<file path="config.mk">
export PLATFORM = sky130hd
export DESIGN_NAME = mem_req_arbiter
export DESIGN_NICKNAME = d
export VERILOG_FILES = /design/src/rtl/mem_req_arbiter.sv
export SDC_FILE = /design/constraint.sdc
export NUM_CORES = 1
export LEC_CHECK = 0
export CAP_MARGIN = 25
export CORE_AREA = 2 2 108 110
export CTS_CLUSTER_DIAMETER = 40
export DETAILED_ROUTE_END_ITERATION = 12
export DIE_AREA = 0 0 110 112
export MAX_ROUTING_LAYER = met4
export PLACE_DENSITY_LB_ADDON = 0.2
export SLEW_MARGIN = 0
export SYNTH_ARGS = -nofsm -noshare
export SYNTH_HDL_FRONTEND = slang
export SYNTH_SLANG_ARGS = --single-unit
</file>
<file path="constraint.sdc">
create_clock -name clk -period 11.3 [get_ports clk]
set_input_delay 2.26 -clock clk [delete_from_list [all_inputs] [get_ports clk]]
set_output_delay 2.26 -clock clk [all_outputs]
set_load 0.01 [all_outputs]
</file>
<file path="src/rtl/mem_req_arbiter.sv">
// Arbitrates one sram-like master port between the fetch and data requesters.
// Data has fixed priority, one transaction in flight; a cancelled fetch completes silently.
module mem_req_arbiter #(
    parameter int ADDR_W = 32,
    parameter int DATA_W = 32
) (
    input  logic              clk,
    input  logic              rst,
    input  logic              inst_req,
    input  logic [ADDR_W-1:0] inst_addr,
    output logic              inst_addr_ok,
    output logic              inst_data_ok,
    output logic [DATA_W-1:0] inst_rdata,
    input  logic              inst_cancel,
    input  logic              data_req,
    input  logic              data_wr,
    input  logic [1:0]        data_size,
    input  logic [ADDR_W-1:0] data_addr,
    input  logic [DATA_W-1:0] data_wdata,
    output logic              data_addr_ok,
    output logic              data_data_ok,
    output logic [DATA_W-1:0] data_rdata,
    output logic              m_req,
    output logic              m_wr,
    output logic [1:0]        m_size,
    output logic [ADDR_W-1:0] m_addr,
    output logic [DATA_W-1:0] m_wdata,
    input  logic              m_addr_ok,
    input  logic              m_data_ok,
    input  logic [DATA_W-1:0] m_rdata,
    output logic              busy
);

    typedef enum logic [1:0] {
        IDLE = 2'd0,
        ADDR = 2'd1,
        WAIT = 2'd2
    } state_t;

    state_t            state;
    state_t            state_next;
    logic              owner;        // 1 = data requester, 0 = fetch
    logic              cancel_pend;
    logic              wr_q;
    logic [1:0]        size_q;
    logic [ADDR_W-1:0] addr_q;
    logic [DATA_W-1:0] wdata_q;

    logic grant_data;
    logic grant_inst;
    logic cancel_hit;
    logic resp_done;

    assign grant_data = (state == IDLE) && data_req;
    assign grant_inst = (state == IDLE) && !data_req && inst_req;
    // A cancel takes effect in the very cycle it arrives, not only from the next one.
    assign cancel_hit = (state != IDLE) && !owner && (cancel_pend || inst_cancel);
    assign resp_done  = m_data_ok && ((state == WAIT) || ((state == ADDR) && m_addr_ok));

    always_ff @(posedge clk) begin
        if (rst) begin
            state <= IDLE;
        end else begin
            state <= state_next;
        end
    end

    always_comb begin
        state_next = state;
        case (state)
            IDLE: begin
                if (grant_data || grant_inst) begin
                    state_next = ADDR;
                end
            end
            ADDR: begin
                if (m_addr_ok && m_data_ok) begin
                    state_next = IDLE;
                end else if (m_addr_ok) begin
                    state_next = WAIT;
                end
            end
            WAIT: begin
                if (m_data_ok) begin
                    state_next = IDLE;
                end
            end
            default: state_next = IDLE;
        endcase
    end

    always_ff @(posedge clk) begin
        if (rst) begin
            owner       <= 1'b0;
            cancel_pend <= 1'b0;
        end else begin
            if (grant_data) begin
                owner <= 1'b1;
            end else if (grant_inst) begin
                owner <= 1'b0;
            end
            if ((state == IDLE) || resp_done) begin
                cancel_pend <= 1'b0;
            end else if (cancel_hit) begin
                cancel_pend <= 1'b1;
            end
        end
    end

    // Request fields are only consumed in ADDR, so they carry no reset.
    always_ff @(posedge clk) begin
        if (grant_data) begin
            wr_q    <= data_wr;
            size_q  <= data_size;
            addr_q  <= data_addr;
            wdata_q <= data_wdata;
        end else if (grant_inst) begin
            wr_q    <= 1'b0;
            size_q  <= 2'd2;
            addr_q  <= inst_addr;
            wdata_q <= '0;
        end
    end

    always_comb begin
        m_req        = 1'b0;
        m_wr         = 1'b0;
        m_size       = 2'd0;
        m_addr       = '0;
        m_wdata      = '0;
        inst_addr_ok = 1'b0;
        inst_data_ok = 1'b0;
        data_addr_ok = 1'b0;
        data_data_ok = 1'b0;
        case (state)
            ADDR: begin
                m_req        = 1'b1;
                m_wr         = wr_q;
                m_size       = size_q;
                m_addr       = addr_q;
                m_wdata      = wdata_q;
                data_addr_ok = owner && m_addr_ok;
                inst_addr_ok = !owner && m_addr_ok && !cancel_hit;
                data_data_ok = owner && resp_done;
                inst_data_ok = !owner && resp_done && !cancel_hit;
            end
            WAIT: begin
                data_data_ok = owner && resp_done;
                inst_data_ok = !owner && resp_done && !cancel_hit;
            end
            default: begin
            end
        endcase
    end

    assign inst_rdata = inst_data_ok ? m_rdata : '0;
    assign data_rdata = data_data_ok ? m_rdata : '0;
    assign busy       = (state != IDLE);

endmodule

</file>
# After elaboration in Yosys (flattened, before gate mapping)
# Cells that the tools add are included.
[totals] reg_bits=71 in_bits=138 output_inout_bits=137
[classes] eq_ne=5 mux=25 n_reduce_logical=27
[op_table] op="two-way mux 32 bit" count=8
[op_table] op="logical AND 1 bit" count=14
[op_table] op="two-way mux 2 bit" count=7
[op_table] op="two-way mux 1 bit" count=9
[op_table] op="one-hot mux 2 bit (3 select lines)" count=1
[op_table] op="logical OR 1 bit" count=4
[op_table] op="nonzero test 2 bit" count=2
[op_table] op="OR reduction 2 bit" count=2
[op_table] op="zero test 1 bit" count=3
[op_table] op="inequality test 3 x 2 -> 1 bit (second input constant)" count=1
[op_table] op="AND reduction 3 bit" count=1
[op_table] op="== test 2 x 1 -> 1 bit (second input constant)" count=1
[op_table] op="== test 2 bit (second input constant)" count=1
[op_table] op="zero test 2 bit" count=1
[op_table] op="inequality test 2 x 1 -> 1 bit (second input constant)" count=1
[op_table] op="inequality test 2 bit (second input constant)" count=1

# Logic depth before layout (Yosys ltp)
[logic_depth] depth_word=8 mapped_depth=7 mapped_depth_nobuf=5

# Worst setup path after synthesis
# No wires, ideal clock.
[synth_timing] path_type="in2reg" from="in data_req" to="reg addr_q[0] (enable)" setup_time_ps=493 t_arrival_ps=5280 t_required_ps=10807 path_slack_ps=5527 cell_stages=3 path_buffers=1 cell_sequence="buf_2 -> nor2_1 -> nor2_1"
[synth_between] elab_chain_cells=4 elab_cells_between_ends=5
[synth_rtl] element="from (decl)" line_no="15" source="input logic data_req,"
[synth_rtl] element="zero test 1 bit" line_no="55" source="assign grant_inst = (state == IDLE) && !data_req && inst_req;"
[synth_rtl] element="logical AND 1 bit (2 in a row)" line_no="55"
[synth_rtl] element="nonzero test 2 bit (no source line) (*)"
[synth_rtl] element="to (signal assigned)" line_no="115" source="addr_q <= data_addr;"
[synth_rtl] element="to (signal assigned)" line_no="120" source="addr_q <= inst_addr;"
[synth_rtl] element="to (decl)" line_no="46" source="logic [ADDR_W-1:0] addr_q;"
# Mark *: on every way between the ends. The rest lies on a longest branch, timed or not.
# A chain may end at the register's enable or synchronous reset.

# Worst setup path after layout
[layout_timing] from="in inst_cancel" to="out inst_rdata[10]"
[layout_between] elab_chain_cells=6
[layout_rtl] element="from (decl)" line_no="14" source="input logic inst_cancel,"
[layout_rtl] element="logical OR 1 bit" line_no="57" source="assign cancel_hit = (state != IDLE) && !owner && (cancel_pend || inst_cancel);"
[layout_rtl] element="logical AND 1 bit" line_no="57"
[layout_rtl] element="zero test 1 bit" line_no="145, 149"
[layout_rtl] element="logical AND 1 bit" line_no="145, 149"
[layout_rtl] element="two-way mux 1 bit"
[layout_rtl] element="two-way mux 32 bit" line_no="156" source="assign inst_rdata = inst_data_ok ? m_rdata : '0;"
[layout_rtl] element="to (decl)" line_no="13" source="output logic [DATA_W-1:0] inst_rdata,"
# No other way between the ends.

==> impl_metrics.csv <==
group,metric,value,unit
global_route,grt_first_pass_wirelength,17.8,mm
run_status,status,"completed",
timing,fin_tns_setup,0,ns
finish,antenna_cells,0,
timing,hold_viol_final,0,
clock_network,cts_buffer_depth,2,
pwr,p_total,1.31,mW
pwr,p_per_area,189,nW/um^2
placement,hpwlAfterDp,8.74,mm
die,io_pins,275,
pwr,clkPwrFrac,0.191,
pwr,p_switching,0.420,mW
critical_path,required,9.04,ns
clock_network,cts_buffers,9,
timing,fmaxAchievable,149,MHz
critical_path,critPathKind,"in2out",
pwr,p_int,0.894,mW
clock_network,ctsResizeCount,0,
timing,slew_violations,0,
die,chipWidth,110,um
logic_synthesis,syn_inst,335,
routing,routed_wl,11.9,mm
routing,drt-wirelength-per-cell,16.1,um
finish,nets,735,
timing,setup_ws,4.61,ns
logic_synthesis,synthFlopType,"edfxtp_1",
clock_network,cts_tree,"yes",
timing,worst_pin_slew,0.947,ns
die,fp.dieH,112,um
pwr,switching_share,0.320,
die,die_area,12300,um^2
global_route,grt_usage,0.194,
die,coreArea,11200,um^2
min_path,min_path_type,"reg2reg",
logic_synthesis,netlist_area,3880,um^2
clock_network,ctsHoldBuffers,0,
critical_path,cp_slowest_cell,"and2_1",
critical_path,path_cells,"clkdlybuf4s50_1 -> o21bai_1 -> and2_1 -> and3_1 -> clkdlybuf4s50_1",
logic_synthesis,yosysUniqueCellTypes,22,
logic_synthesis,synth_top_area_cell,"edfxtp_1",
finish,fill_cells,914,
clock_network,path_clk_slew,0.05,ns
die,row_count,39,
logic_synthesis,synth_area_per_cell,11.6,um^2
routing,ant_nets,0,
critical_path,crit_top_cell,"clkdlybuf4s50_1",
clock_network,clock_sinks,71,
routing,via_per_inst,4.67,
routing,drc,0,
clock_network,post_cts_buffers,0,
pwr,ir_worst_vdd,0.106,mV
die,start_util,0.347,
logic_synthesis,ys_seq_elements,71,
critical_path,endpoint_kind,"output port",
critical_path,critPathMaxStageDelay,0.75,ns
logic_synthesis,ys_warn_count,0,
critical_path,r2r_cells,6,
finish,drive_above_1_share,0.0920,
flow_run,max_cap_violations,0,
clock_network,clk_latency,0.32,ns
logic_synthesis,synth_area_leaders,"edfxtp_1 (52%), and3_1 (16%), and2_1 (11%), mux2_2 (9.3%), clkbuf_1 (2.1%)",
min_path,min_path_cells,2,
critical_path,critical_path_cell_count,5,
logic_synthesis,async_flop_share,0,
placement,port_buffers,274,
pwr,leakagePower,2.89,nW
critical_path,worstPathArrival,4.43,ns
timing,slew_headroom,0.367,
timing,fin_skew,0.00654,ns
finish,syn_to_final_growth,79.3,%
timing,min_period,6.69,ns
global_route,overflow,0,
clock_network,cts.htree.levels,3,
clock_network,root_buffer,"clkbuf_16",
timing,setup_viol,0,
logic_synthesis,syn_nets,477,
logic_synthesis,synth_edf_count,67,
placement,dp_slack,4.65,ns
global_route,grt_max_degree,73,
timing,rsz0062_at_grt,"false",
global_route,grt_antenna_before_repair,0,
routing,drt_pass1_iterations,4,
global_route,grt_pass1_vias,3427,
placement,routabilityCongestion,0.795,
timing,min_period_over_period,0.592,
pwr,seqPwrFrac,0.351,
critical_path,start_kind,"primary input",
pwr,combPwrFrac,0.459,
routing,vias,3462,
critical_path,crit_path_max_fanout,33,
logic_synthesis,yosys.area.top_type_share,0.518,
routing,drtIter0Drc,202,
critical_path,path_delay_family,"simple AND/OR/NAND/NOR gates",
critical_path,crit_buf_inv,2,
logic_synthesis,ys_seq_area_frac,0.539,
[metal layers]
| metal | global-route usage | vias up | wire (um) | share of wire |
|---|---|---|---|---|
| met5 | - | - | 0 | 0 |
| met4 | 0.0506 | 0 | 200 | 0.017 |
| met3 | 0.0667 | 18 | 1100 | 0.093 |
| met2 | 0.312 | 140 | 5990 | 0.50 |
| met1 | 0.230 | 1595 | 4610 | 0.39 |
| li1 | - | 1709 | - | - |
[cell usage in the layout, fill, tap and decap left out]
cell,n
a21oi_1,2
a222oi_1,1
and2_1,70
and2_4,1
and3_1,100
buf_12,1
buf_4,3
clkbuf_16,9
clkdlybuf4s50_1,274
clkinv_1,2
clkinv_2,2
clkinvlp_4,3
dfxtp_1,4
edfxtp_1,67
ha_1,3
ha_2,1
inv_1,7
mux2_2,32
mux2i_1,2
nand2_1,6
nor2_1,1
nor2_4,1
nor4_1,1
o211a_4,1
o211ai_1,1
o21a_1,1
o21bai_1,1
or2_2,1
[sequential cells by signal, indices dropped and copies added (netlist names)]
name / cells
addr_q: 32
cancel_pend: 1
owner: 1
size_q: 2
state: 2
wdata_q: 32
wr_q: 1
[worst register-to-register path, cell delays in order, from the launching register on]
cell and delay (ns):
dfxtp_1 0.32, inv_1 0.11, ha_1 0.17, buf_4 0.30
inv_1 0.14, nor2_4 0.55, buf_4 0.59
[final cells by class]
cell class              count  area (um^2)  area share
repair buffers            278         2790       0.400
inverters                   7         26.3     0.00377
multi-input cells         226         1620       0.232
clock buffers               9          225      0.0323
flip-flops and latches     71         2090       0.300
clock inverters             7         40.0     0.00575
well taps                 143          179      0.0257
[synthesized netlist by cell type, types with 2 or more instances]
cell type	n
a21oi_1	2
and2_1	70
and3_1	100
buf_2	4
buf_6	5
clkbuf_1	22
dfxtp_1	4
edfxtp_1	67
ha_1	4
inv_1	7
mux2_2	32
mux2i_1	2
nand2_1	6
nor2_1	2
[stage by stage]
stage               hold WS, ns  utilization  std cells  area, um^2
CTS                       0.489        0.621        740        6940
finish                    0.489        0.623        741        6960
floorplan                 0.451            -        335        3880
detailed placement        0.481        0.598        724        6680
global route              0.501        0.623        741        6960
global placement          0.466        0.598        724        6680
[path summary, 6_finish.rpt]
check | startpoint | end | slack, ns
max reg2reg | state[0] | addr_q[16] | 8.73
max | inst_cancel | inst_rdata[10] | 4.61
min | state[0] | state[0] | 0.49
min reg2reg | state[0] | state[0] | 0.49
[cells by family after synthesis]
| group | count (synthesis) | synth area share |
|---|---|---|
| muxes | 34 | 0.0980 |
| AOI/OAI and AO/OA | 7 | 0.0155 |
| and+or+nand+nor | 181 | 0.287 |
| adders and majority gates | 4 | 0.0129 |
| DFF | 71 | 0.539 |
| buffers and inverters | 38 | 0.0477 |
[power groups by stage]
stage,combinational [mW],sequential [mW],clock (mW)
after global routing,0.659,0.473,0.267
after floorplan,0.311,0.462,0
final,0.603,0.460,0.250
after CTS,0.605,0.462,0.255
after detailed placement,0.601,0.467,0
after global placement,0.594,0.461,0
Note: power is estimated with default switching activity, not from simulation.
